**config.mk**
```make
export PLATFORM = sky130hd
export DESIGN_NAME = alarm_controller_flat
export DESIGN_NICKNAME = d
export VERILOG_FILES = /design/src/rtl/alarm_controller_if.sv /design/src/rtl/alarm_controller.sv /design/src/flat_wrapper.sv
export SDC_FILE = /design/constraint.sdc
export NUM_CORES = 1
export LEC_CHECK = 0
export CAP_MARGIN = 40
export CORE_ASPECT_RATIO = 1.2
export CORE_MARGIN = 2
export CORE_UTILIZATION = 53
export CTS_BUF_LIST = sky130_fd_sc_hd__clkbuf_8
export CTS_CLUSTER_DIAMETER = 60
export DETAILED_ROUTE_END_ITERATION = 8
export HOLD_SLACK_MARGIN = 0.06
export PLACE_DENSITY = 0.85
export SLEW_MARGIN = 20
export SYNTH_ARGS = -nofsm -noshare
export SYNTH_HDL_FRONTEND = slang
export SYNTH_SLANG_ARGS = --single-unit
```
**constraint.sdc**
```tcl
create_clock -name clockIn -period 2.5 [get_ports clockIn]
set_input_delay 0.25 -clock clockIn [delete_from_list [all_inputs] [get_ports clockIn]]
set_output_delay 0.25 -clock clockIn [all_outputs]
set_load 0.05 [all_outputs]
```
**src/rtl/alarm_controller_if.sv**
```systemverilog
// alarm_controller_if
// Groups the alarm controller's keypad/sensor inputs and its display/siren
// outputs into one bundle.
//   master : drives secondClock, armPulse, disarmPulse, sensorTrip;
//            observes state, secondsLeft, siren, armedLed
//   slave  : the alarm controller side (the opposite directions)
// countWidth sets the width of secondsLeft and must match the controller.
interface alarm_controller_if #(
    parameter int countWidth = 8
);
    logic                  secondClock;
    logic                  armPulse;
    logic                  disarmPulse;
    logic                  sensorTrip;
    logic [2:0]            state;
    logic [countWidth-1:0] secondsLeft;
    logic                  siren;
    logic                  armedLed;

    modport master (
        output secondClock, armPulse, disarmPulse, sensorTrip,
        input  state, secondsLeft, siren, armedLed
    );

    modport slave (
        input  secondClock, armPulse, disarmPulse, sensorTrip,
        output state, secondsLeft, siren, armedLed
    );
endinterface

```
**src/rtl/alarm_controller.sv**
```systemverilog
// alarm_controller
// Home-alarm sequencer. Turns the 1 Hz square wave into one-cycle second
// ticks and runs DISARMED -> EXIT_DELAY -> ARMED -> ENTRY_DELAY -> ALARM with
// per-second countdowns.
// Ports:
//   clockIn : system clock
//   reset   : synchronous, active-high
//   bus     : alarm_controller_if.slave
//             in : secondClock (1 Hz, same domain), armPulse, disarmPulse,
//                  sensorTrip (level)
//             out: state (3 bits), secondsLeft, siren, armedLed (registered)
module alarm_controller #(
    parameter int exitDelay     = 30,
    parameter int entryDelay    = 20,
    parameter int alarmDuration = 180,
    parameter int countWidth    = 8
) (
    input  logic              clockIn,
    input  logic              reset,
    alarm_controller_if.slave bus
);
    typedef enum logic [2:0] {
        DISARMED    = 3'd0,
        EXIT_DELAY  = 3'd1,
        ARMED       = 3'd2,
        ENTRY_DELAY = 3'd3,
        ALARM       = 3'd4
    } state_t;

    localparam logic [countWidth-1:0] ONE        = countWidth'(1);
    localparam logic [countWidth-1:0] EXIT_LOAD  = countWidth'(exitDelay);
    localparam logic [countWidth-1:0] ENTRY_LOAD = countWidth'(entryDelay);
    localparam logic [countWidth-1:0] ALARM_LOAD = countWidth'(alarmDuration);

    state_t                state_q;
    state_t                next_state;
    logic [countWidth-1:0] count_q;
    logic [countWidth-1:0] next_count;
    logic                  prev_second;
    logic                  tick;
    logic                  siren_q;
    logic                  led_q;

    // One-cycle pulse per rising edge of the slow clock.
    assign tick = bus.secondClock & ~prev_second;

    always_comb begin
        next_state = state_q;
        next_count = count_q;
        if (bus.disarmPulse) begin
            next_state = DISARMED;
            next_count = '0;
        end else begin
            case (state_q)
                DISARMED: begin
                    if (bus.armPulse) begin
                        next_state = EXIT_DELAY;
                        next_count = EXIT_LOAD;
                    end
                end
                EXIT_DELAY: begin
                    if (tick && count_q == ONE) begin
                        next_state = ARMED;
                        next_count = '0;
                    end else if (tick && count_q != '0) begin
                        next_count = count_q - ONE;
                    end
                end
                ARMED: begin
                    if (bus.sensorTrip) begin
                        next_state = ENTRY_DELAY;
                        next_count = ENTRY_LOAD;
                    end
                end
                ENTRY_DELAY: begin
                    if (tick && count_q == ONE) begin
                        next_state = ALARM;
                        next_count = ALARM_LOAD;
                    end else if (tick && count_q != '0) begin
                        next_count = count_q - ONE;
                    end
                end
                ALARM: begin
                    // Expiry always lands in ARMED first; a still-high sensor
                    // re-enters ENTRY_DELAY on the following cycle.
                    if (tick && count_q == ONE) begin
                        next_state = ARMED;
                        next_count = '0;
                    end else if (tick && count_q != '0) begin
                        next_count = count_q - ONE;
                    end
                end
                default: begin
                    // Codes 5-7 recover to a safe state.
                    next_state = DISARMED;
                    next_count = '0;
                end
            endcase
        end
    end

    always_ff @(posedge clockIn) begin
        // Tracked through reset so the first post-reset cycle never ticks.
        prev_second <= bus.secondClock;
        if (reset) begin
            state_q <= DISARMED;
            count_q <= '0;
            siren_q <= 1'b0;
            led_q   <= 1'b0;
        end else begin
            state_q <= next_state;
            count_q <= next_count;
            siren_q <= (next_state == ALARM);
            case (next_state)
                EXIT_DELAY:               led_q <= bus.secondClock;
                ARMED, ENTRY_DELAY, ALARM: led_q <= 1'b1;
                default:                  led_q <= 1'b0;
            endcase
        end
    end

    assign bus.state       = state_q;
    assign bus.secondsLeft = count_q;
    assign bus.siren       = siren_q;
    assign bus.armedLed    = led_q;
endmodule
```
**src/flat_wrapper.sv**
```systemverilog
// flat-port wrapper written by rule: the top's interface ports become plain ports
module alarm_controller_flat 
#(
    parameter int exitDelay     = 30,
    parameter int entryDelay    = 20,
    parameter int alarmDuration = 180,
    parameter int countWidth    = 8
)
  (clockIn, reset, bus_secondClock, bus_armPulse, bus_disarmPulse, bus_sensorTrip, bus_state, bus_secondsLeft, bus_siren, bus_armedLed);
  alarm_controller_if #(.countWidth(countWidth)) bus_i ();
  input  logic clockIn;
  input  logic reset;
  input wire logic [$bits(bus_i.secondClock)-1:0] bus_secondClock;
  input wire logic [$bits(bus_i.armPulse)-1:0] bus_armPulse;
  input wire logic [$bits(bus_i.disarmPulse)-1:0] bus_disarmPulse;
  input wire logic [$bits(bus_i.sensorTrip)-1:0] bus_sensorTrip;
  output wire logic [$bits(bus_i.state)-1:0] bus_state;
  output wire logic [$bits(bus_i.secondsLeft)-1:0] bus_secondsLeft;
  output wire logic [$bits(bus_i.siren)-1:0] bus_siren;
  output wire logic [$bits(bus_i.armedLed)-1:0] bus_armedLed;
  assign bus_i.secondClock = bus_secondClock;
  assign bus_i.armPulse = bus_armPulse;
  assign bus_i.disarmPulse = bus_disarmPulse;
  assign bus_i.sensorTrip = bus_sensorTrip;
  assign bus_state = bus_i.state;
  assign bus_secondsLeft = bus_i.secondsLeft;
  assign bus_siren = bus_i.siren;
  assign bus_armedLed = bus_i.armedLed;
  alarm_controller #(.exitDelay(exitDelay), .entryDelay(entryDelay), .alarmDuration(alarmDuration), .countWidth(countWidth)) u_core (.clockIn(clockIn), .reset(reset), .bus(bus_i));
endmodule
```
==> results of run 1 <==
stage by stage:
stage          worst slack [ns]  area (um2)  util (%)  hold slack, ns  total power [W]
6_report                 0.5618        1225     66.96          0.5710        0.0005623
3_5_place_dp             0.4827        1170     63.95          0.5584        0.0003431
3_3_place_gp             0.5406        1170     63.95          0.5602        0.0003418
2_1_floorplan            0.3735        1016         -          0.2777        0.0003108
4_1_cts                  0.5771        1225     66.96          0.5733        0.0005648
5_1_grt                  0.4594        1225     66.96          0.5945        0.0005834
layout make-up:
| type | count | area, um2 |
|---|---|---|
| Clock buffer | 4 | 55.05 |
| Sequential cell | 14 | 280.3 |
| Multi-Input combinational cell | 94 | 670.6 |
| Tap cell | 19 | 23.77 |
| Inverter | 4 | 15.01 |
| Fill cell | 149 | 604.3 |
| Timing Repair Buffer | 18 | 180.2 |
tightest hold or removal path: cells and delay by family, from the launching register on:
family	cells	cell delay, ns
flip-flops	1	0.35
AND/OR/NAND/NOR	1	0.08
AO/OA/AOI/OAI	1	0.08
flip-flops by register name, indices dropped and copies added, names as in the netlist:
signal and flops:
u_core.bus.secondsLeft 8, u_core.bus.state 3, u_core.prev_second 1, u_core.bus.siren 1, u_core.bus.armedLed 1
synth_stat cells, drive strengths merged, types with 2 or more instances:
master   number
inv           4
or2           4
buf           5
o21ai         4
o221ai        3
or3b          3
nand3         7
mux2i         2
a211oi        2
and3          2
nand2         6
nor4          4
a21oi         5
ha            2
nand3b        2
nor3b         2
nor2b         2
nor3          6
a32oi         2
a2111oi       2
clkbuf        3
a31oi         3
dfxtp        14
nor2         12
power groups by stage:
stage,clock (W),combinational [W],sequential [W]
after global routing,0.000235,0.000108,0.000240
after CTS,0.000226,0.0000998,0.000239
after detailed placement,0,0.0000991,0.000244
after floorplan,0,0.0000545,0.000256
after global placement,0,0.0000980,0.000244
final,0.000222,0.000101,0.000240
routing by layer:
layer,track usage [%],share of wire (%),up-vias
li1,-,-,488
met1,32.70,41,475
met2,40.44,48,64
met3,3.125,8.4,10
met4,15.15,3.2,0
met5,0,0,-
worst paths after layout:
check,startpoint,to,slack (ns),cells past startpoint
setup / recovery,u_core.bus.secondsLeft[1],u_core.bus.secondsLeft[2],0.56,6
setup reg to reg,u_core.bus.secondsLeft[1],u_core.bus.secondsLeft[2],0.56,6
hold reg to reg,u_core.bus.secondsLeft[1],u_core.bus.secondsLeft[1],0.57,2
hold / removal,u_core.bus.secondsLeft[1],u_core.bus.secondsLeft[1],0.57,2
kinds of logic (layout without fill, tap and decap cells):
logic type               count (synthesis)  in the layout  share of synthesized area [%]
AND/OR/NAND/NOR                         59             59                          36.82
adder cells (fa/ha/maj)                  2              2                          2.463
flip-flops                              14             14                          27.59
AO/OA/AOI/OAI                           30             30                          23.65
buffers and inverters                   12             26                          6.403
multiplexers                             3              3                          3.079
placed cells by master, fill, tap and decap left out, types with 2 or more instances in the layout:
cell             netlist  routed
a211oi_1               2       2
a21oi_1                5       5
a31oi_1                3       3
and3_1                 2       2
clkbuf_8               0       4
clkdlybuf4s50_1        0      18
dfxtp_1               14      14
ha_1                   2       2
inv_1                  4       4
mux2i_1                2       2
nand2_1                6       6
nand3_1                7       7
nand3b_1               2       2
nor2_1                12      12
nor2b_1                2       2
nor3_1                 4       4
nor3_2                 2       2
nor3b_1                2       2
nor4_1                 3       3
o21ai_0                3       3
o221ai_1               3       3
or2_2                  4       4
==> metrics.csv, run 1 <==
stage;metric;value;unit
outcome;status;complete, no violations;
global_route;first-pass GRT wire length;4312;um
timing;Max Clk Rate;515.9;MHz
die;Die Y;51.96;um
critical_path;Setup crit start kind;flop;
logic_synthesis;share of the synthesized area in the top cell type;27.59;%
die;Die X;43.97;um
global_route;largest net degree at the start of global routing;15;
clocking;Clock Pin Slew Worst Setup and Hold Paths;0.06;ns
logic_synthesis;synthesized instance count;120;
power_and_ir_drop;Sw Ratio;27.51;%
logic_synthesis;Post-Syn Area per Cell;8.466;um2
logic_synthesis;synth unique cells;53;
critical_path;Top delay family on crit path;compound AO/OA/AOI/OAI gates;
cells_and_area;Layout Nets;143;
place;DP Cell Count;149;
clocking;CTS Sinks;14;
power_and_ir_drop;sequential share of power;42.6;%
clocking;CTS Hold Bufs;0;
clocking;CTS tree;done;
route;DR DRC count;0;
logic_synthesis;post-synthesis sequential area ratio;27.59;%
timing;Clock Skew;0.002517;ns
clocking;H-tree depth;1;
timing;Tmin final;1.938;ns
worst_hold_path;Hold/Removal Path Class;reg2reg;
critical_path;CP endpoint kind;flop;
timing;# setup viols final;0;
logic_synthesis;synthesized net count;128;
place;count of buffers from port buffering;18;
cells_and_area;Syn-to-layout area delta;20.57;%
clocking;total setup buffers inserted after CTS;0;
logic_synthesis;ys async rst share;0;%
route;DR WL/cell;17.21;um
clocking;clk_lat worst skew;0.24;ns
route;vias per cell;6.778;
die;IO Pins;19;
timing;Final Cycle Share;77.53;%
die;Die Area;2285;um2
clocking;Root Buffer;clkbuf_8;
place;DPL Wire Length;1886;um
critical_path;CP Max Fanout;7;
die;Core ar.;1829;um2
power_and_ir_drop;Comb power frac;18.0;%
logic_synthesis;Top FF cell, synth;dfxtp_1;
critical_path;Critical-path top delay cell;a32oi_2;
die;initial core utilization;55.54;%
run;maxcap violations;0;
logic_synthesis;Synth Warn #;0;
route;Initial DRC Count;39;
global_route;initial antenna violation count;0;
critical_path;Worst Path Buf+Inv;1;
route;drt first pass iters;4;
timing;TNS Setup;0;ns
route;Routed Antenna Nets;0;
cells_and_area;diode count;0;
cells_and_area;layout cells sized above 1;15.67;%
critical_path;Worst Path Required;2.65;ns
route;final WL;2633;um
logic_synthesis;number of flops mapped to enable cells by yosys;0;
global_route;vias in the first global route;974;
logic_synthesis;Cell Area, Synth;1016;um2
critical_path;Worst path max stage delay;0.45;ns
global_route;Overflow after GRT;0;
global_route;GRT Util Overall;25.57;%
critical_path;critical path arrival;2.09;ns
die;row count;17;
timing;RSZ-0062 raised after global routing;false;
route;via count;1037;
power_and_ir_drop;power share of the clock group;39.4;%
power_and_ir_drop;LEAKAGE;0.4530;nW
cells_and_area;Final Instance Count excl. Fillers;153;
timing;Worst-Margin Slew;0.6693;ns
critical_path;kind of critical path;reg2reg;
timing;Slew HR;55.04;%
timing;Final Slew Violations;0;
clocking;CTS buffer count;3;
clocking;Max clock buf depth;2;
power_and_ir_drop;power density cells;459.0;nW/um2
critical_path;worst path cell trace;inv_1, ha_1, and3b_1, a32oi_2, o21ai_2, o32ai_1;
clocking;Resize count post-CTS;0;
power_and_ir_drop;switching power;0.0001547;W
power_and_ir_drop;Max VDD drop;294.1;uV
logic_synthesis;post-synthesis register bit count;14;
place;gp weighted congestion;0.9036;
logic_synthesis;Synth area leaders;dfxtp_1 (28%), nor2_1 (4.4%), nand3_1 (3.4%);
logic_synthesis;Yosys top cell by area;dfxtp_1;
timing;Final Hold Viols;0;
power_and_ir_drop;internal power;0.0004076;W
No activity file was read; power rests on OpenSTA's default activity.
==> inputs of run 2 (changes only) <==
--- a/config.mk
+++ b/config.mk
@@ -8,12 +8,12 @@
 export CAP_MARGIN = 40
 export CORE_ASPECT_RATIO = 1.2
 export CORE_MARGIN = 2
-export CORE_UTILIZATION = 53
+export CORE_UTILIZATION = 48
 export CTS_BUF_LIST = sky130_fd_sc_hd__clkbuf_8
 export CTS_CLUSTER_DIAMETER = 60
 export DETAILED_ROUTE_END_ITERATION = 8
 export HOLD_SLACK_MARGIN = 0.06
-export PLACE_DENSITY = 0.85
+export PLACE_DENSITY = 0.81
 export SLEW_MARGIN = 20
 export SYNTH_ARGS = -nofsm -noshare
 export SYNTH_HDL_FRONTEND = slang
==> constraint.sdc (replaced) <==
create_clock -name clockIn -period 1.7 [get_ports clockIn]
set_input_delay 0.17 -clock clockIn [delete_from_list [all_inputs] [get_ports clockIn]]
set_output_delay 0.17 -clock clockIn [all_outputs]
set_load 0.05 [all_outputs]
==> metrics.csv, run 2 (synthesized netlist as in run 1, its figures left out) <==
stage;metric;value;unit;change
place;count of buffers from port buffering;18;;unchanged
global_route;met3 Use GR;3.630;%;+0.51 points
worst_hold_path;WHS Path Cells;1;;-1
global_route;M1 GR Usage;32.27;%;-0.43 points
power_and_ir_drop;LEAKAGE;0.5645;nW;+25%
run;maxcap violations;0;;unchanged
timing;Final Cycle Share;97.52;%;+20 points
power_and_ir_drop;Max VDD drop;393.4;uV;+34%
timing;Final Slew Violations;0;;unchanged
global_route;met2 Usage GRT;39.35;%;-1.1 points
critical_path;R2R cell count;6;;unchanged
timing;hold slack;0.4636;ns;-0.1074 ns
clocking;CTS Hold Bufs;0;;unchanged
critical_path;FF-to-FF setup slack;0.04;ns;-0.52 ns
timing;Max Clk Rate;603.2;MHz;+17%
timing;Slew HR;63.93;%;+8.9 points
route;via count;1056;;+1.8%
clocking;H-tree depth;1;;unchanged
route;vias per cell;6.286;;-7.3%
place;DPL Wire Length;2122;um;+13%
power_and_ir_drop;power density cells;627.5;nW/um2;+37%
die;Die Area;2502;um2;+9.5%
clocking;CTS buffer count;3;;unchanged
cells_and_area;fill cell count;176;;+18%
route;final WL;2904;um;+10%
cells_and_area;diode count;0;;unchanged
die;IO Pins;19;;unchanged
global_route;GRT Util Overall;24.48;%;-1.1 points
timing;# setup viols final;0;;unchanged
global_route;vias in the first global route;986;;+1.2%
route;Initial DRC Count;50;;+28%
cells_and_area;Layout Nets;157;;+9.8%
cells_and_area;Reg area;297.8;um2;+6.3%
critical_path;CP endpoint kind;flop;;
die;initial core utilization;50.12;%;-5.4 points
timing;Tmin final;1.658;ns;-0.2804 ns
cells_and_area;max reg flops;8;;unchanged
die;row count;18;;+1
global_route;initial antenna violation count;0;;unchanged
cells_and_area;Syn-to-layout area delta;36.33;%;
cells_and_area;multi-input combinational cell area;726.9;um2;+8.4%
clocking;clk_lat worst skew;0.25;ns;about the same
timing;RSZ-0062 raised after global routing;true;;
critical_path;Worst Setup SP;u_core.bus.secondsLeft[1];;
worst_hold_path;worst hold endpoint;u_core.prev_second;;
die;Die Y;54.40;um;+4.7%
critical_path;Setup crit start kind;flop;;
cells_and_area;commonest non-fill, non-tap cells in the layout;buf_4 (23), nor2_1 (12), clkdlybuf4s50_1 (8), nand3_1 (7);;
route;Routed Antenna Nets;0;;unchanged
worst_hold_path;Hold/Removal Path Class;in2reg;;
global_route;most used routing layer in global routing;met2;;
timing;Final Hold Viols;0;;unchanged
route;drt first pass iters;4;;unchanged
outcome;status;complete, no violations;;
global_route;Overflow after GRT;0;;unchanged
timing;Final WS setup;0.04215;ns;-0.5196 ns
critical_path;r2r endpoint;u_core.bus.state[1];;
critical_path;FF-to-FF Start;u_core.bus.secondsLeft[1];;
critical_path;kind of critical path;reg2reg;;
global_route;largest net degree at the start of global routing;14;;-1
cells_and_area;commonest non-fill, non-tap cell in the layout;buf_4;;
clocking;Root Buffer;clkbuf_8;;
timing;Clock Skew;0.007394;ns;+0.004877 ns
critical_path;critical path arrival;1.84;ns;-0.25 ns
timing;Worst-Margin Slew;0.5401;ns;-0.1292 ns
clocking;Max clock buf depth;2;;unchanged
place;pre-CTS setup slack;-0.2173;ns;-0.7001 ns
die;Core ar.;2027;um2;+11%
route;DR WL/cell;17.29;um;+0.44%
place;gp weighted congestion;0.9028;;about the same
clocking;CTS tree;done;;
global_route;first-pass GRT wire length;4478;um;+3.8%
die;Die X;46;um;+4.6%
clocking;CTS Sinks;14;;unchanged
route;DR DRC count;0;;unchanged
critical_path;Worst Path Required;1.88;ns;-0.77 ns
cells_and_area;layout cells sized above 1;39.19;%;+24 points
clocking;Clock Pin Slew Worst Setup and Hold Paths;0.07;ns;about the same
worst_hold_path;Hold Crit Start;bus_secondClock;;
critical_path;CP Max Fanout;4;;-3
run 2: layout make-up:
cell class | instances | area share [%]
sequential | 14 | 21.50
tap | 20 | 1.807
inverter | 4 | 1.084
clock buffer | 4 | 3.975
multi-input combinational | 94 | 52.48
timing repair buffer | 32 | 19.15
run 2: worst max path at each step:
| stage | slack [ns] | endpoint | cells past startpoint |
|---|---|---|---|
| 2_1_floorplan | -0.04 | u_core.bus.state[1] | 6 |
| 3_3_place_gp | -0.10 | u_core.bus.secondsLeft[7] | 5 |
| 3_5_place_dp | -0.22 | u_core.bus.secondsLeft[7] | 5 |
| 4_1_cts | 0.009 | bus_secondsLeft[1] | 2 |
| 5_1_grt | -0.006 | u_core.bus.secondsLeft[7] | 5 |
| 6_report | 0.04 | u_core.bus.state[1] | 6 |
run 2: critical path, cell delays in order (launching register included):
cell and delay, ns:
dfxtp_4 0.35, inv_2 0.06, ha_4 0.17, and3b_2 0.23
and4_1 0.21, or4b_1 0.49, nand3_1 0.08
run 2: timing repair:
action | 4_1_cts | 5_1_grt
resized for setup | 0 | 8
setup endpoints to repair | 0 | 8
buffers inserted | 0 | 0
run 2: metrics by stage:
step	instance area, um2	setup TNS, ns	std cells	util [%]	total power, W
after floorplan	1042	-0.06934	120	-	0.0004555
after global placement	1280	-0.2003	164	63.15	0.0005165
after detailed placement	1280	-0.3952	164	63.15	0.0005214
after CTS	1335	0	168	65.86	0.0008560
after global routing	1385	-0.01119	168	68.33	0.0008965
final	1385	0	168	68.33	0.0008692
run 2: report_power, final:
part	leakage [nW]	switching, W	internal [W]	total, W
logic	0.417	0.000107	0.0000758	0.000183
clock network	0.0288	0.000135	0.000206	0.000340
registers	0.119	0.0000132	0.000333	0.000346
total	0.565	0.000255	0.000614	0.000869
run 2: routing by layer:
layer  vias to the layer above  share of wire [%]
met5                         -                  0
met4                         0               0.86
met3                         4                5.1
met2                        33                 50
met1                       500                 45
li1                        519                  -
